--- config.mk ---
export PLATFORM = sky130hd
export DESIGN_NAME = femto_pll_reset_seq
export DESIGN_NICKNAME = d
export VERILOG_FILES = /design/src/rtl/femto_pll_reset_seq.sv
export SDC_FILE = /design/constraint.sdc
export NUM_CORES = 1
export LEC_CHECK = 0
export CORE_MARGIN = 2
export CORE_UTILIZATION = 56
export CTS_BUF_LIST = sky130_fd_sc_hd__clkbuf_8 sky130_fd_sc_hd__clkbuf_16
export DETAILED_ROUTE_END_ITERATION = 8
export DONT_BUFFER_PORTS = 1
export GPL_TIMING_DRIVEN = 0
export PLACE_DENSITY = 0.71
export SYNTH_ARGS = -nofsm -noshare
export SYNTH_HDL_FRONTEND = slang
export SYNTH_SLANG_ARGS = --single-unit
export TNS_END_PERCENT = 30
--- constraint.sdc ---
create_clock -name pclk -period 2.7 [get_ports pclk]
set_input_delay 0.405 -clock pclk [delete_from_list [all_inputs] [get_ports pclk]]
set_output_delay 0.405 -clock pclk [all_outputs]
set_load 0.01 [all_outputs]
--- src/rtl/femto_pll_reset_seq.sv ---
// Boot and relock sequencer for the iCE40 SB_PLL40_CORE, clocked from the board clock.
// Drives PLL RESETB, filters LOCK, and holds the system reset until lock is stable.
module femto_pll_reset_seq #(
   parameter int RST_CYCLES   = 16,
   parameter int LOCK_TIMEOUT = 4096,
   parameter int LOCK_STABLE  = 256,
   parameter int MAX_RETRY    = 3
) (
   input  logic       pclk,
   input  logic       reset,
   input  logic       pll_lock,
   input  logic       soft_restart,
   output logic       pll_resetb,
   output logic       sys_reset,
   output logic       locked,
   output logic       fail,
   output logic [3:0] retry_count,
   output logic [7:0] loss_count
);

   localparam int CNT_MAX_A = (RST_CYCLES > LOCK_TIMEOUT) ? RST_CYCLES : LOCK_TIMEOUT;
   localparam int CNT_MAX   = (CNT_MAX_A > LOCK_STABLE) ? CNT_MAX_A : LOCK_STABLE;
   localparam int CNT_W     = $clog2(CNT_MAX + 1);

   localparam logic [CNT_W-1:0] RST_LAST     = CNT_W'(RST_CYCLES - 1);
   localparam logic [CNT_W-1:0] TIMEOUT_LAST = CNT_W'(LOCK_TIMEOUT - 1);
   // The WAIT_LOCK cycle that first sees lock_s is the first cycle of the stable run.
   localparam logic [CNT_W-1:0] FILT_LAST    = CNT_W'((LOCK_STABLE >= 2) ? LOCK_STABLE - 2 : 0);
   localparam logic [3:0]       RETRY_LIMIT  = 4'(MAX_RETRY);

   typedef enum logic [2:0] {
      ST_PLL_RST   = 3'd0,
      ST_WAIT_LOCK = 3'd1,
      ST_LOCK_FILT = 3'd2,
      ST_RUN       = 3'd3,
      ST_FAIL      = 3'd4
   } state_t;

   state_t           state;
   state_t           state_n;
   logic [CNT_W-1:0] cnt;
   logic [CNT_W-1:0] cnt_n;
   logic [3:0]       retry_n;
   logic [7:0]       loss_n;
   logic             lock_m;
   logic             lock_s;

   always_comb begin
      state_n = state;
      cnt_n   = cnt;
      retry_n = retry_count;
      loss_n  = loss_count;
      case (state)
         ST_PLL_RST: begin
            cnt_n = cnt + CNT_W'(1);
            if (cnt == RST_LAST) begin
               state_n = ST_WAIT_LOCK;
            end
         end
         ST_WAIT_LOCK: begin
            cnt_n = cnt + CNT_W'(1);
            if (lock_s) begin
               if (LOCK_STABLE <= 1) begin
                  state_n = ST_RUN;
                  retry_n = 4'd0;
               end else begin
                  state_n = ST_LOCK_FILT;
               end
            end else if (cnt == TIMEOUT_LAST) begin
               if (retry_count == RETRY_LIMIT) begin
                  state_n = ST_FAIL;
               end else begin
                  state_n = ST_PLL_RST;
                  retry_n = retry_count + 4'd1;
               end
            end
         end
         ST_LOCK_FILT: begin
            cnt_n = cnt + CNT_W'(1);
            if (!lock_s) begin
               state_n = ST_WAIT_LOCK;
            end else if (cnt == FILT_LAST) begin
               state_n = ST_RUN;
               retry_n = 4'd0;
            end
         end
         ST_RUN: begin
            if (!lock_s) begin
               state_n = ST_PLL_RST;
               if (loss_count != 8'hFF) begin
                  loss_n = loss_count + 8'd1;
               end
            end
         end
         ST_FAIL: begin
            state_n = ST_FAIL;
         end
         default: begin
            state_n = ST_PLL_RST;
         end
      endcase

      // A restart overrides whatever lock/timeout decision was made above.
      if (soft_restart) begin
         state_n = ST_PLL_RST;
         retry_n = 4'd0;
         loss_n  = loss_count;
      end

      if (soft_restart || (state_n != state)) begin
         cnt_n = '0;
      end
   end

   // Outputs are decoded from the next state so they line up with the state register.
   always_ff @(posedge pclk or posedge reset) begin
      if (reset) begin
         lock_m      <= 1'b0;
         lock_s      <= 1'b0;
         state       <= ST_PLL_RST;
         cnt         <= '0;
         retry_count <= 4'd0;
         loss_count  <= 8'd0;
         pll_resetb  <= 1'b0;
         sys_reset   <= 1'b1;
         locked      <= 1'b0;
         fail        <= 1'b0;
      end else begin
         lock_m      <= pll_lock;
         lock_s      <= lock_m;
         state       <= state_n;
         cnt         <= cnt_n;
         retry_count <= retry_n;
         loss_count  <= loss_n;
         pll_resetb  <= !((state_n == ST_PLL_RST) || (state_n == ST_FAIL));
         sys_reset   <= (state_n != ST_RUN);
         locked      <= (state_n == ST_RUN);
         fail        <= (state_n == ST_FAIL);
      end
   end

endmodule
# Yosys cells after proc, flatten, opt, wreduce, memory -nomap -nowiden

Cells that the tools add are included.

Word-level logic and storage cells: 61
Register bits: 34
Output and inout port bits: 16

Add/sub/neg operators: 3
Reduce and logical (&&, ||, !) cells: 10
Equal/unequal tests: 18
Bitwise logic cells: 2
Mux-type cells: 18

Operator list:

| kind                                                               | count |
|---|---|
| 13-bit two-way mux                                                 | 2 |
| 3-bit two-way mux                                                  | 8 |
| 4-bit two-way mux                                                  | 6 |
| 3-bit != test (second input constant)                              | 5 |
| 3-bit case mux with 5 select lines                                 | 1 |
| 13-bit by 1-bit adder with 13-bit output (second input constant)   | 1 |
| 13-bit by 12-bit == test with 1-bit output (second input constant) | 1 |
| 13-bit by 4-bit == test with 1-bit output (second input constant)  | 1 |
| 13-bit by 8-bit == test with 1-bit output (second input constant)  | 1 |
| 3-bit by 2-bit == test with 1-bit output (second input constant)   | 3 |
| 8-bit by 1-bit adder with 8-bit output (second input constant)     | 1 |
| 8-bit != test (second input constant)                              | 1 |
| 4-bit case mux with 2 select lines                                 | 1 |
| 3-bit == test (second input constant)                              | 2 |
| 3-bit zero test                                                    | 2 |
| 6-bit AND reduction                                                | 1 |
| 4-bit by 1-bit adder with 4-bit output (second input constant)     | 1 |
| 4-bit by 2-bit == test with 1-bit output (second input constant)   | 1 |
| 4-bit AND reduction                                                | 1 |
| 3-bit by 1-bit == test with 1-bit output (second input constant)   | 1 |
| 3-bit by 2-bit != test with 1-bit output (second input constant)   | 1 |
| 3-bit != test                                                      | 1 |
| 3-bit nonzero test                                                 | 1 |
| 3-bit OR reduction                                                 | 1 |
| other kinds (4)                                                    | 6 |

# Longest topological paths before layout

Word-level depth: 9
Gate-level depth with buffers: 7
Mapped depth without buffers: 6

# Worst setup path before layout

No wires, ideal clock.

Kind: register to register
From: register cnt[0]
To: register cnt[10]
Arrival: 1.758 ns
Path buffers: 1
Setup slack: 0.818 ns
Stages on the path, launching flop included: 8
Path through: dfrtp_1 -> ha_1 -> or3b_4 -> nor4_4 -> o21bai_2 -> o21ai_2 -> buf_4 -> a21oi_2

Longest elaborated chain between the ends: 8
Elaborated cells on any way between the ends: 16
Those cells by class: add/sub: 1; eq/ne: 4; mux: 9; reduce/logical: 2

Ends and longest elaborated chain:

| element                                                                                                        | line   | source |
|---|---|---|
| from (decl)                                                                                                    | 41     | `logic [CNT_W-1:0] cnt;` |
| from (signal assigned)                                                                                         | 132    | `cnt <= cnt_n;` |
| 13-bit by 8-bit == test with 1-bit output / 13-bit by 12-bit == test with 1-bit output (equally long branches) | 82, 69 |  |
| 3-bit two-way mux (on tied branches)                                                                           | 82, 69 |  |
| 3-bit two-way mux (on tied branches)                                                                           | 80, 62 |  |
| 3-bit case mux with 5 select lines                                                                             | 53     | `case (state)` |
| 3-bit two-way mux                                                                                              | 104    | `if (soft_restart) begin` |
| 3-bit != test                                                                                                  | 110    | `if (soft_restart \|\| (state_n != state)) begin` |
| 1-bit logical OR                                                                                               | 110    |  |
| 13-bit two-way mux / 2-bit nonzero test (equally long branches)                                                | --     |  |

Parallel ways exist; a longest one is shown, timed or not. The select of a mux whose other input is x is not followed.
A chain may end at the register's enable or synchronous reset.

# Final worst setup path

From: register cnt[0]
To: register cnt[3]

The elaborated chain is that of the path after synthesis.

==> impl_metrics.yaml <==
placement:
  dp_hpwl_mm: 2.540
  portBuffers: 0
  numPlacedInstances: 229
  gp_congestion: 0.7771
  place_area_um2: 1964
layout:
  multiInputGateArea_um2: 989.7
  num-nets-final: 200
  final_core_util_pct: 63.23
  antenna_cells: 0
  drive_gt1_share_pct: 20.73
  stdcell_area_um2: 2093
  n_fill_cell: 278
  area_growth_pct: 9.777
  layout.cells.non_filler: 239
  regArea_um2: 852.1
detailed_routing:
  num_vias: 1401
  wl_met1_mm: 1.547
  drt-initial-drc-count: 69
  avgViaCountPerCell: 5.862
  finalWirelength_mm: 3.587
  wl_met3_um: 157
  drt_first_pass_iters: 4
  routed.top_layer: "met4"
  drc: 0
  met2WireLength_mm: 1.804
  antenna_left: 0
  wl_per_cell_um: 15.01
logic_synthesis:
  synth_top_area_cell: "dfrtp_1"
  netlist_area_um2: 1907
  syn_area_per_cell_um2: 10.42
  post-synth-top-count-cell: "dfrtp_1"
  syn_inst: 183
  synth.yosys.seq_area_share_pct: 44.69
  syn_nets: 191
  synth_common_cells: "33 x dfrtp_1, 12 x nor2_1, 11 x nand4_1, 11 x xor2_1"
  synthArstFlopShare_pct: 100.0
  synth_edf_count: 0
  ys_warn_count: 0
  synth_seq_cells: 34
  synth_top_cell_area_share_pct: 43.31
  synth_cell_types: 55
  ys_top_cells_by_area: "dfrtp_1 43%, xor2_1 5.1%, a21oi_2 4.6%"
  ys.flop_type: "dfrtp_1"
critical_path:
  worstSetupPathType: "flop to flop"
  start_kind: "flop"
  ff2ff_setup_slack_ns: 0.54
  crit_required_ns: 2.87
  critPathArrivalTime_ns: 2.33
  critPathSlowestCell: "dfrtp_1"
  critPathMaxFanout: 10
  max_stage_delay_ns: 0.44
  r2r_cells: 7
  path_cells: "ha_1 -> or3b_4 -> nor4_4 -> o21bai_2 -> o21ai_2 -> buf_4 -> a21oi_2"
  cp-end-kind: "flop"
timing:
  drv_slew: 0
  setup_viol: 0
  fmax_ghz: 0.4631
  finalHoldViolCount: 0
  period_needed_ns: 2.160
  tns_ns: 0
  relSlewSlack_pct: 66.77
  tightest_slew_ns: 0.4962
  fin_skew_ns: 0.006539
  rsz0062_at_grt: "no"
  finalCritPeriodShare_pct: 79.98
cts:
  cts_hold_buf: 0
  cts_tree: "done"
  worstSkewPairLatency_ns: 0.29
  cts_buffers: 5
  cts_sinks: 34
  cts_max_level: 2
  path_clk_slew_ns: 0.06
  root_buffer: "clkbuf_8"
  clockBufferDepth: 2
  cts_setup_buffers: 0
  ctsResizeCount: 0
grt:
  antenna_found_initial: 0
  grt_pass1_vias: 1412
  grt_pass1_wl_mm: 6.251
  overflow: 0
  grt_start_max_net_pins: 35
  grt_usage_pct: 20.48
pwr:
  power_density_nw_per_um2: 451.9
  peakVddDrop_mv: 0.3140
  leakage_nw: 0.9136
  total_power_uw: 946.0
floorplanning:
  start_util_pct: 57.60
  chipWidth_um: 62.35
  rows: 21
  die_area_um2: 3888
  die_y_um: 62.35
  core_um2: 3311
  pin_count: 20
job:
  drv_cap: 0
hold_path:
  hp-class: "primary input to flop"
  worstHoldPathCells: 0
outcome:
  status: "finished clean"
-- routing by layer --
layer | global-route usage (%) | up-vias
met5 | 0 | -
met4 | 9.444 | 0
met3 | 5.978 | 9
met2 | 34.51 | 36
met1 | 24.22 | 683
li1 | - | 673
-- metrics by stage --
step | setup WS, ns | hold WS [ns]
after floorplan | 0.8183 | 0.3312
after global placement | 0.5999 | 0.3410
after detailed placement | 0.5705 | 0.3450
after CTS | 0.5578 | 0.1387
after global routing | 0.4413 | 0.1296
final | 0.5404 | 0.1462
-- where the power goes --
part           internal (mW)  total (mW)  switching, mW
clock network          0.202       0.374          0.172
logic                 0.0202      0.0512         0.0310
registers              0.515       0.521        0.00624
total                  0.737       0.946          0.209
-- layout by cell type (no fill, tap or decap), drive strengths merged, types with 3 or more instances in the layout --
master  count
and2        4
dfrtp      33
nor2b       4
o21ai       4
and3        3
a21oi      19
nand4b      3
nand2      10
inv         5
ha          4
nor3        4
xnor2       9
nand3       7
nand4      11
clkbuf      9
buf         6
xor2       11
nor2       14
nor3b       3
-- worst max-delay path, delay by kind of cell, from the launching register on --
family	cells	cell delay, ns
DFF	1	0.44
buffers and inverters	1	0.26
and+or+nand+nor	2	0.63
adders and majority gates	1	0.30
AOI/OAI and AO/OA	3	0.42
-- flip-flops by register name, indices dropped and copies added, names as in the netlist --
signal       cells
pll_resetb       1
fail             1
lock_m           1
lock_s           1
cnt             13
sys_reset        1
state            3
loss_count       8
retry_count      4
locked           1
-- path summary, 6_finish.rpt --
path	startpoint	endpoint
hold / removal	pll_lock	lock_m
min in group asynchronous	reset	loss_count[0]
setup reg to reg	cnt[0]	cnt[3]
hold reg to reg	lock_m	lock_s
max in group asynchronous	reset	sys_reset
setup / recovery	cnt[0]	cnt[3]
-- layout make-up --
type | count | area share [%]
clock buffers | 6 | 3.945
inverters | 5 | 0.8966
plain buffers | 8 | 2.212
multi-input cells | 136 | 47.28
well taps | 46 | 2.750
repair buffers | 2 | 1.793
flip-flops and latches | 34 | 40.71
clock inverters | 2 | 0.4184
-- cell families after synthesis --
family	share of synthesized area (%)
simple gates	25.79
flops	44.69
compound gates	13.19
xor+xnor	9.186
buf+inv	3.412
fa+ha+maj	2.625
mux	1.115
(Power assumes the default switching activity.)
